### src/rtl/cnn_layer_accel_macc_seq_pkg.sv
// Shared defaults and capture-FSM encoding for the MACC sequencer.
// Also holds the sizing helpers used by the sequencer and its result FIFO.
package cnn_layer_accel_macc_seq_pkg;

    localparam int DSP_OUTPUT_WIDTH = 48;
    localparam int ACC_LATENCY      = 2;
    localparam int FRAC_SHIFT       = 8;
    localparam int RESULT_WIDTH     = 16;
    localparam int OUT_DEPTH        = 2;

    typedef enum logic [1:0] {
        CAP_IDLE = 2'd0,
        CAP_SNAP = 2'd1,
        CAP_PUSH = 2'd2
    } cap_state_t;

    // Bits needed to hold the values 0..n inclusive.
    function automatic int count_width(input int n);
        return (n < 1) ? 1 : $clog2(n + 1);
    endfunction

    // Bits needed to address n entries.
    function automatic int ptr_width(input int n);
        return (n < 2) ? 1 : $clog2(n);
    endfunction

endpackage

### src/rtl/cnn_layer_accel_macc_seq_if.sv
// Operand and result handshakes of the MACC sequencer.
// The master side feeds operand beats and consumes results.
interface cnn_layer_accel_macc_seq_if #(
    parameter int RESULT_WIDTH = cnn_layer_accel_macc_seq_pkg::RESULT_WIDTH
) ();

    logic                           op_valid;
    logic                           op_last;
    logic                           op_ready;
    logic                           res_valid;
    logic                           res_ready;
    logic signed [RESULT_WIDTH-1:0] res_data;
    logic                           res_sat;

    modport master (
        output op_valid,
        output op_last,
        input  op_ready,
        input  res_valid,
        output res_ready,
        input  res_data,
        input  res_sat
    );

    modport slave (
        input  op_valid,
        input  op_last,
        output op_ready,
        output res_valid,
        input  res_ready,
        output res_data,
        output res_sat
    );

endinterface

### src/rtl/cnn_layer_accel_macc_res_fifo.sv
// Result FIFO: array storage with a registered head stage so the output
// is a plain register; an empty FIFO bypasses the array straight to the head.
module cnn_layer_accel_macc_res_fifo
    import cnn_layer_accel_macc_seq_pkg::*;
#(
    parameter int WIDTH = RESULT_WIDTH + 1,
    parameter int DEPTH = OUT_DEPTH
) (
    input  logic             clk,
    input  logic             rst,
    input  logic             in_valid,
    output logic             in_ready,
    input  logic [WIDTH-1:0] in_data,
    output logic             out_valid,
    input  logic             out_ready,
    output logic [WIDTH-1:0] out_data
);

    localparam int PW = ptr_width(DEPTH);
    localparam int CW = count_width(DEPTH);

    logic [WIDTH-1:0] mem [DEPTH];
    logic [PW-1:0]    wr_ptr_reg;
    logic [PW-1:0]    rd_ptr_reg;
    logic [CW-1:0]    mem_count_reg;
    logic [CW-1:0]    count_reg;
    logic [WIDTH-1:0] head_reg;
    logic             head_valid_reg;

    logic push;
    logic pop;
    logic refill;
    logic from_mem;
    logic bypass;
    logic mem_wr;

    assign in_ready  = (count_reg < CW'(DEPTH));
    assign push      = in_valid && in_ready;
    assign pop       = head_valid_reg && out_ready;
    assign refill    = !head_valid_reg || pop;
    assign from_mem  = refill && (mem_count_reg != '0);
    assign bypass    = refill && (mem_count_reg == '0) && push;
    assign mem_wr    = push && !bypass;
    assign out_valid = head_valid_reg;
    assign out_data  = head_reg;

    // The array only holds entries behind a valid head, so a simultaneous
    // write and read never target the same slot.
    always_ff @(posedge clk) begin
        if (mem_wr) begin
            mem[wr_ptr_reg] <= in_data;
        end
    end

    always_ff @(posedge clk) begin
        if (rst) begin
            head_reg       <= '0;
            head_valid_reg <= 1'b0;
        end else if (from_mem) begin
            head_reg       <= mem[rd_ptr_reg];
            head_valid_reg <= 1'b1;
        end else if (bypass) begin
            head_reg       <= in_data;
            head_valid_reg <= 1'b1;
        end else if (pop) begin
            head_valid_reg <= 1'b0;
        end
    end

    always_ff @(posedge clk) begin
        if (rst) begin
            wr_ptr_reg    <= '0;
            rd_ptr_reg    <= '0;
            mem_count_reg <= '0;
            count_reg     <= '0;
        end else begin
            if (mem_wr) begin
                wr_ptr_reg <= (wr_ptr_reg == PW'(DEPTH - 1)) ? '0 : wr_ptr_reg + PW'(1);
            end
            if (from_mem) begin
                rd_ptr_reg <= (rd_ptr_reg == PW'(DEPTH - 1)) ? '0 : rd_ptr_reg + PW'(1);
            end
            if (mem_wr && !from_mem) begin
                mem_count_reg <= mem_count_reg + CW'(1);
            end else if (!mem_wr && from_mem) begin
                mem_count_reg <= mem_count_reg - CW'(1);
            end
            if (push && !pop) begin
                count_reg <= count_reg + CW'(1);
            end else if (!push && pop) begin
                count_reg <= count_reg - CW'(1);
            end
        end
    end

endmodule

### src/rtl/cnn_layer_accel_macc_seq.sv
// Sequences operand beats into an accumulating DSP, snapshots the running sum
// at each window end and queues the scaled, saturated window result.
module cnn_layer_accel_macc_seq
    import cnn_layer_accel_macc_seq_pkg::*;
#(
    parameter int C_DSP_OUTPUT_WIDTH = DSP_OUTPUT_WIDTH,
    parameter int C_ACC_LATENCY      = ACC_LATENCY,
    parameter int C_FRAC_SHIFT       = FRAC_SHIFT,
    parameter int C_RESULT_WIDTH     = RESULT_WIDTH,
    parameter int C_OUT_DEPTH        = OUT_DEPTH
) (
    input  logic                          clk,
    input  logic                          rst,
    cnn_layer_accel_macc_seq_if.slave     bus,
    output logic                          accum,
    input  logic [C_DSP_OUTPUT_WIDTH-1:0] pout,
    output logic                          busy
);

    localparam int W  = C_DSP_OUTPUT_WIDTH;
    localparam int R  = C_RESULT_WIDTH;
    localparam int L  = C_ACC_LATENCY;
    localparam int CW = count_width(C_OUT_DEPTH);

    localparam logic signed [W-1:0] RES_MAX = {{(W-R+1){1'b0}}, {(R-1){1'b1}}};
    localparam logic signed [W-1:0] RES_MIN = {{(W-R+1){1'b1}}, {(R-1){1'b0}}};

    logic [L-1:0]          vld_dly_reg;
    logic [L-1:0]          last_dly_reg;
    logic                  snap_reg;
    logic                  push_reg;
    logic signed [W-1:0]   diff_reg;
    logic [W-1:0]          base_reg;
    logic [CW-1:0]         credits_reg;
    logic [CW-1:0]         credits_next;
    cap_state_t            state_reg;
    cap_state_t            state_next;

    logic                  accept;
    logic                  last_take;
    logic                  last_accum;
    logic                  pop;
    logic signed [W-1:0]   shifted;
    logic                  sat_hi;
    logic                  sat_lo;
    logic [R-1:0]          res_word;
    logic                  fifo_in_ready;
    logic                  fifo_out_valid;
    logic [R:0]            fifo_out_data;

    assign accept     = bus.op_valid && bus.op_ready;
    assign last_take  = accept && bus.op_last;
    assign accum      = vld_dly_reg[L-1];
    assign last_accum = vld_dly_reg[L-1] && last_dly_reg[L-1];
    assign pop        = fifo_out_valid && bus.res_ready;

    // Only accepted beats enter the delay line, so a refused offer never
    // reaches the DSP accum input.
    for (genvar gi = 0; gi < L; gi++) begin : g_dly
        if (gi == 0) begin : g_head
            always_ff @(posedge clk) begin
                if (rst) begin
                    vld_dly_reg[gi]  <= 1'b0;
                    last_dly_reg[gi] <= 1'b0;
                end else begin
                    vld_dly_reg[gi]  <= accept;
                    last_dly_reg[gi] <= last_take;
                end
            end
        end else begin : g_tail
            always_ff @(posedge clk) begin
                if (rst) begin
                    vld_dly_reg[gi]  <= 1'b0;
                    last_dly_reg[gi] <= 1'b0;
                end else begin
                    vld_dly_reg[gi]  <= vld_dly_reg[gi-1];
                    last_dly_reg[gi] <= last_dly_reg[gi-1];
                end
            end
        end
    end

    // Snapshot and push run as a two-stage pipe so back-to-back window ends
    // each get their own snapshot of pout one cycle after their accum.
    always_ff @(posedge clk) begin
        if (rst) begin
            snap_reg <= 1'b0;
            push_reg <= 1'b0;
            diff_reg <= '0;
            base_reg <= '0;
        end else begin
            snap_reg <= last_accum;
            push_reg <= snap_reg;
            if (snap_reg) begin
                diff_reg <= pout - base_reg;
                base_reg <= pout;
            end
        end
    end

    assign shifted  = diff_reg >>> C_FRAC_SHIFT;
    assign sat_hi   = (shifted > RES_MAX);
    assign sat_lo   = (shifted < RES_MIN);
    assign res_word = sat_hi ? RES_MAX[R-1:0] : (sat_lo ? RES_MIN[R-1:0] : shifted[R-1:0]);

    always_ff @(posedge clk) begin
        if (rst) begin
            state_reg <= CAP_IDLE;
        end else begin
            state_reg <= state_next;
        end
    end

    always_comb begin
        state_next = state_reg;
        case (state_reg)
            CAP_IDLE: if (last_accum) state_next = CAP_SNAP;
            CAP_SNAP: state_next = CAP_PUSH;
            CAP_PUSH: state_next = last_accum ? CAP_SNAP : CAP_IDLE;
            default:  state_next = CAP_IDLE;
        endcase
    end

    // Each accepted window end reserves a FIFO slot, so the push never stalls.
    always_comb begin
        credits_next = credits_reg;
        if (last_take && !pop) begin
            credits_next = credits_reg - CW'(1);
        end else if (!last_take && pop) begin
            credits_next = credits_reg + CW'(1);
        end
    end

    always_ff @(posedge clk) begin
        if (rst) begin
            credits_reg <= CW'(C_OUT_DEPTH);
        end else begin
            credits_reg <= credits_next;
        end
    end

    assign bus.op_ready = (credits_reg != '0);

    cnn_layer_accel_macc_res_fifo #(
        .WIDTH (R + 1),
        .DEPTH (C_OUT_DEPTH)
    ) u_res_fifo (
        .clk       (clk),
        .rst       (rst),
        .in_valid  (push_reg && fifo_in_ready),
        .in_ready  (fifo_in_ready),
        .in_data   ({(sat_hi || sat_lo), res_word}),
        .out_valid (fifo_out_valid),
        .out_ready (bus.res_ready),
        .out_data  (fifo_out_data)
    );

    assign bus.res_valid = fifo_out_valid;
    assign bus.res_data  = fifo_out_data[R-1:0];
    assign bus.res_sat   = fifo_out_data[R];

    assign busy = (|vld_dly_reg) || snap_reg || push_reg
                || (state_reg != CAP_IDLE) || fifo_out_valid;

endmodule

### src/flat_wrapper.sv
// flat-port wrapper written by rule: the top's interface ports become plain ports
module cnn_layer_accel_macc_seq_flat import cnn_layer_accel_macc_seq_pkg::*;
#(
    parameter int C_DSP_OUTPUT_WIDTH = DSP_OUTPUT_WIDTH,
    parameter int C_ACC_LATENCY      = ACC_LATENCY,
    parameter int C_FRAC_SHIFT       = FRAC_SHIFT,
    parameter int C_RESULT_WIDTH     = RESULT_WIDTH,
    parameter int C_OUT_DEPTH        = OUT_DEPTH
)
  (clk, rst, accum, pout, busy, bus_op_valid, bus_op_last, bus_op_ready, bus_res_valid, bus_res_ready, bus_res_data, bus_res_sat);
  cnn_layer_accel_macc_seq_if #(.RESULT_WIDTH(16)) bus_i ();
  input  logic clk;
  input  logic rst;
  output logic accum;
  input  logic [C_DSP_OUTPUT_WIDTH-1:0] pout;
  output logic busy;
  input wire logic [$bits(bus_i.op_valid)-1:0] bus_op_valid;
  input wire logic [$bits(bus_i.op_last)-1:0] bus_op_last;
  output wire logic [$bits(bus_i.op_ready)-1:0] bus_op_ready;
  output wire logic [$bits(bus_i.res_valid)-1:0] bus_res_valid;
  input wire logic [$bits(bus_i.res_ready)-1:0] bus_res_ready;
  output wire logic [$bits(bus_i.res_data)-1:0] bus_res_data;
  output wire logic [$bits(bus_i.res_sat)-1:0] bus_res_sat;
  assign bus_i.op_valid = bus_op_valid;
  assign bus_i.op_last = bus_op_last;
  assign bus_op_ready = bus_i.op_ready;
  assign bus_res_valid = bus_i.res_valid;
  assign bus_i.res_ready = bus_res_ready;
  assign bus_res_data = bus_i.res_data;
  assign bus_res_sat = bus_i.res_sat;
  cnn_layer_accel_macc_seq #(.C_DSP_OUTPUT_WIDTH(C_DSP_OUTPUT_WIDTH), .C_ACC_LATENCY(C_ACC_LATENCY), .C_FRAC_SHIFT(C_FRAC_SHIFT), .C_RESULT_WIDTH(C_RESULT_WIDTH), .C_OUT_DEPTH(C_OUT_DEPTH)) u_core (.clk(clk), .rst(rst), .bus(bus_i), .accum(accum), .pout(pout), .busy(busy));
endmodule
### config.mk
export PLATFORM = sky130hd
export DESIGN_NAME = cnn_layer_accel_macc_seq_flat
export DESIGN_NICKNAME = d
export VERILOG_FILES = /design/src/rtl/cnn_layer_accel_macc_seq_pkg.sv /design/src/rtl/cnn_layer_accel_macc_seq_if.sv /design/src/rtl/cnn_layer_accel_macc_res_fifo.sv /design/src/rtl/cnn_layer_accel_macc_seq.sv /design/src/flat_wrapper.sv
export SDC_FILE = /design/constraint.sdc
export NUM_CORES = 1
export LEC_CHECK = 0
export ABC_AREA = 1
export CAP_MARGIN = 40
export CELL_PAD_IN_SITES_DETAIL_PLACEMENT = 1
export CELL_PAD_IN_SITES_GLOBAL_PLACEMENT = 1
export CORE_AREA = 2 2 154 156
export DETAILED_ROUTE_END_ITERATION = 10
export DIE_AREA = 0 0 156 158
export GPL_TIMING_DRIVEN = 0
export PLACE_DENSITY_LB_ADDON = 0.1
export SYNTH_ARGS = -nofsm -noshare
export SYNTH_HDL_FRONTEND = slang
export SYNTH_HIERARCHICAL = 1
export SYNTH_SLANG_ARGS = --single-unit
### constraint.sdc
create_clock -name clk -period 3.3 [get_ports clk]
set_input_delay 0.495 -clock clk [delete_from_list [all_inputs] [get_ports clk]]
set_output_delay 0.495 -clock clk [all_outputs]
set_load 0.01 [all_outputs]
==> results.ini <==
[outcome]
status = finished clean

[clocking]
postCtsHoldBufs = 0
cts_tree = yes
insertion_delay_ns = 0.44
path_clk_slew_ns = 0.08
post_cts_resized = 0
cts_made_buffers = 17
cts_sinks = 157
root_buffer = clkbuf_16
post_cts_buffers = 0
cts_htree_levels = 4
cts.path.max_buffers = 2

[yosys]
syn_area_um2 = 10400
synthMuxAreaShare_pct = 0
synth-edff-count = 34
synth_xor_area_share_pct = 1.52
synth_cell_type_count = 44
synth-simple-area-share_pct = 31.7
ys_top_cells_by_count = nand2_1 (441), inv_1 (289), nor2_1 (146), a21oi_1 (126), dfxtp_1 (123)
synthAdderAreaFrac_pct = 5.91
synth.ff_latch_count = 157
synth-compound-area-share_pct = 13.8
synth.largest_area_cell = dfxtp_1
synthCells = 1602
synth.area.top_cells = dfxtp_1 (24%), nand2_1 (16%), inv_1 (10%)
synth.avg_cell_area_um2 = 6.48
async_flop_share_pct = 0
synth_warnings = 6
seq_area_frac_synth_pct = 33.6
synth_nets = 1704
synth_top_family_by_area = simple AND/OR/NAND/NOR gates
synth.most_common_cell = nand2_1
synth_ff_type = dfxtp_1
synth_top_area_share_pct = 23.7

[setup_path]
critPathTopFamily = buffers and inverters
critPathMaxFanout = 10
worstRegToRegCells = 16
slowest_stage = clkbuf_1
worstReg2RegEnd = u_core/diff_reg[35]
path_buf_inv = 3
worstSetupStartpointType = flop
r2r_slack_ns = 1.05
endpoint_kind = primary output
critPathMaxStageDelay_ns = 0.53
crit_cells = 5
crit_top_cell = clkbuf_1
crit_path_cell_trace = clkbuf_1 -> clkbuf_1 -> nor4_1 -> nand2_1 -> clkdlybuf4s50_1
regToRegStartpoint = u_core/base_reg[8]
critPathRequiredTime_ns = 2.80
arrival_ns = 2.32
crit_type = reg2out

[detailed_routing]
drt-total-wl_um = 32000
drc = 0
wl_per_cell_um = 16.0
drt_iter0_markers = 350
vias = 10200
postRouteAntennaNets = 0
viasPerCell = 5.10
first_pass_iters = 4

[cells_and_area]
drive_gt1_share_pct = 8.07
seqCellArea_um2 = 3480
syn_to_final_growth_pct = 16.4
largest_register_ffs = 48
final_area_um2 = 12100
nFillCells = 3157
multi_input_area_um2 = 5500
final_nets = 1798
final_cells = 1999
num_antenna_cells = 0

[timing]
worst_pin_slew_ns = 0.857
finalHoldViolCount = 0
fin_setup_tns_ns = 0
setup_viol = 0
fin_crit_ns = 2.82
finClkSkew_ns = 0.0135
fin_crit_sh_pct = 85.4
rsz0062_at_grt = no
maxSlewHeadroom_pct = 42.9
final-max-slew-violation-count = 0
whs_ns = 0.421
max_freq_mhz = 355

[global_route]
grt_pass1_vias = 10300
grt_max_degree = 18
grt.overflow.total = 0
grt_antenna_before_repair = 0
grt_pass1_wl_um = 51800
track_usage_pct = 26.9

[placed_design]
finalWeightedCongestion = 0.925
dp.cells = 1967
port_buffers = 73
place_area_um2 = 11500
place_hpwl_um = 26000

[floorplan]
pin_count = 74
coreArea_um2 = 23100
rows = 56
dieArea_um2 = 24600
die_width_um = 156
start_util_pct = 45.0
dieHeight_um = 158

[pwr]
cellPowerDensity_nw_per_um2 = 475
max-vdd-ir-drop_mv = 0.299
p_leak_nw = 5.76

[hold_path]
hold_end = u_core/last_dly_reg[1]
hold_start = u_core/last_dly_reg[0]
hold_depth = 2
hp-class = reg2reg

[flow_run]
timing.max_cap.violations = 0

==> where the power goes <==
part / internal [mW] / leakage, nW / switching, mW
registers: 2.07 / 1.31 / 0.0579
logic: 0.666 / 4.17 / 0.968
clock network: 1.01 / 0.281 / 0.960
total: 3.75 / 5.76 / 1.99
==> per-stage QoR <==
step	util [%]	power [mW]	worst slack [ns]
floorplan	-	3.25	1.30
global placement	49.7	3.75	0.297
detailed placement	49.9	3.81	0.444
CTS	52.4	5.80	0.491
global route	52.4	6.08	0.373
finish	52.4	5.74	0.482
==> metal layers <==
layer  vias to the layer above  global-route usage, %  wire length [um]
met2                       141                   49.7             15900
met4                         0                   8.17               714
met3                        41                   3.20               717
li1                       5182                      -                 -
met1                      4824                   32.7             14700
met5                         -                      0                 0
==> kinds of logic after synthesis <==
logic type / after synthesis
compound gates: 269
xor+xnor: 18
fa+ha+maj: 49
buf+inv: 357
flops: 157
simple gates: 752
==> placed cells by master, fill, tap and decap left out, drive strengths merged, types with 2 or more instances in the layout <==
master	instances
a21boi	2
a21oi	131
a31oi	2
and2	2
buf	18
clkbuf	49
clkdlybuf4s50	73
clkinv	8
dfxtp	123
edfxtp	34
ha	49
inv	315
nand2	461
nand3	57
nand3b	17
nand4	19
nor2	173
nor3	12
nor4	8
o21ai	124
o21bai	7
or2	3
xnor2	3
xor2	15
==> how the worst max path moves through the flow <==
| stage | from | endpoint | slack [ns] |
|---|---|---|---|
| 6_report | u_core/snap_reg | busy | 0.48 |
| 5_1_grt | u_core/snap_reg | busy | 0.37 |
| 4_1_cts | u_core/snap_reg | busy | 0.49 |
| 3_5_place_dp | pout[18] | u_core/diff_reg[37] | 0.44 |
| 3_3_place_gp | bus_res_ready | u_core/u_res_fifo/mem[1][4] | 0.30 |
| 2_1_floorplan | bus_res_ready | u_core/u_res_fifo/mem[1][0] | 1.30 |
==> layout make-up <==
class,count,share of cell area (%)
multi-input cells,1088,45.5
flip-flops and latches,157,28.8
inverters,310,9.64
repair buffers,75,6.30
clock buffers,18,3.55
well taps,290,3.00
plain buffers,47,1.95
clock inverters,14,1.21
==> worst register-to-register path: cells and delay by family, from the launching register on <==
family                   cells  cell delay, ns
AND/OR/NAND/NOR             12            1.22
adder cells (fa/ha/maj)      1            0.38
flip-flops                   1            0.32
buffers and inverters        2            0.09
AO/OA/AOI/OAI                1            0.13
Power figures use the tool's default switching activity.
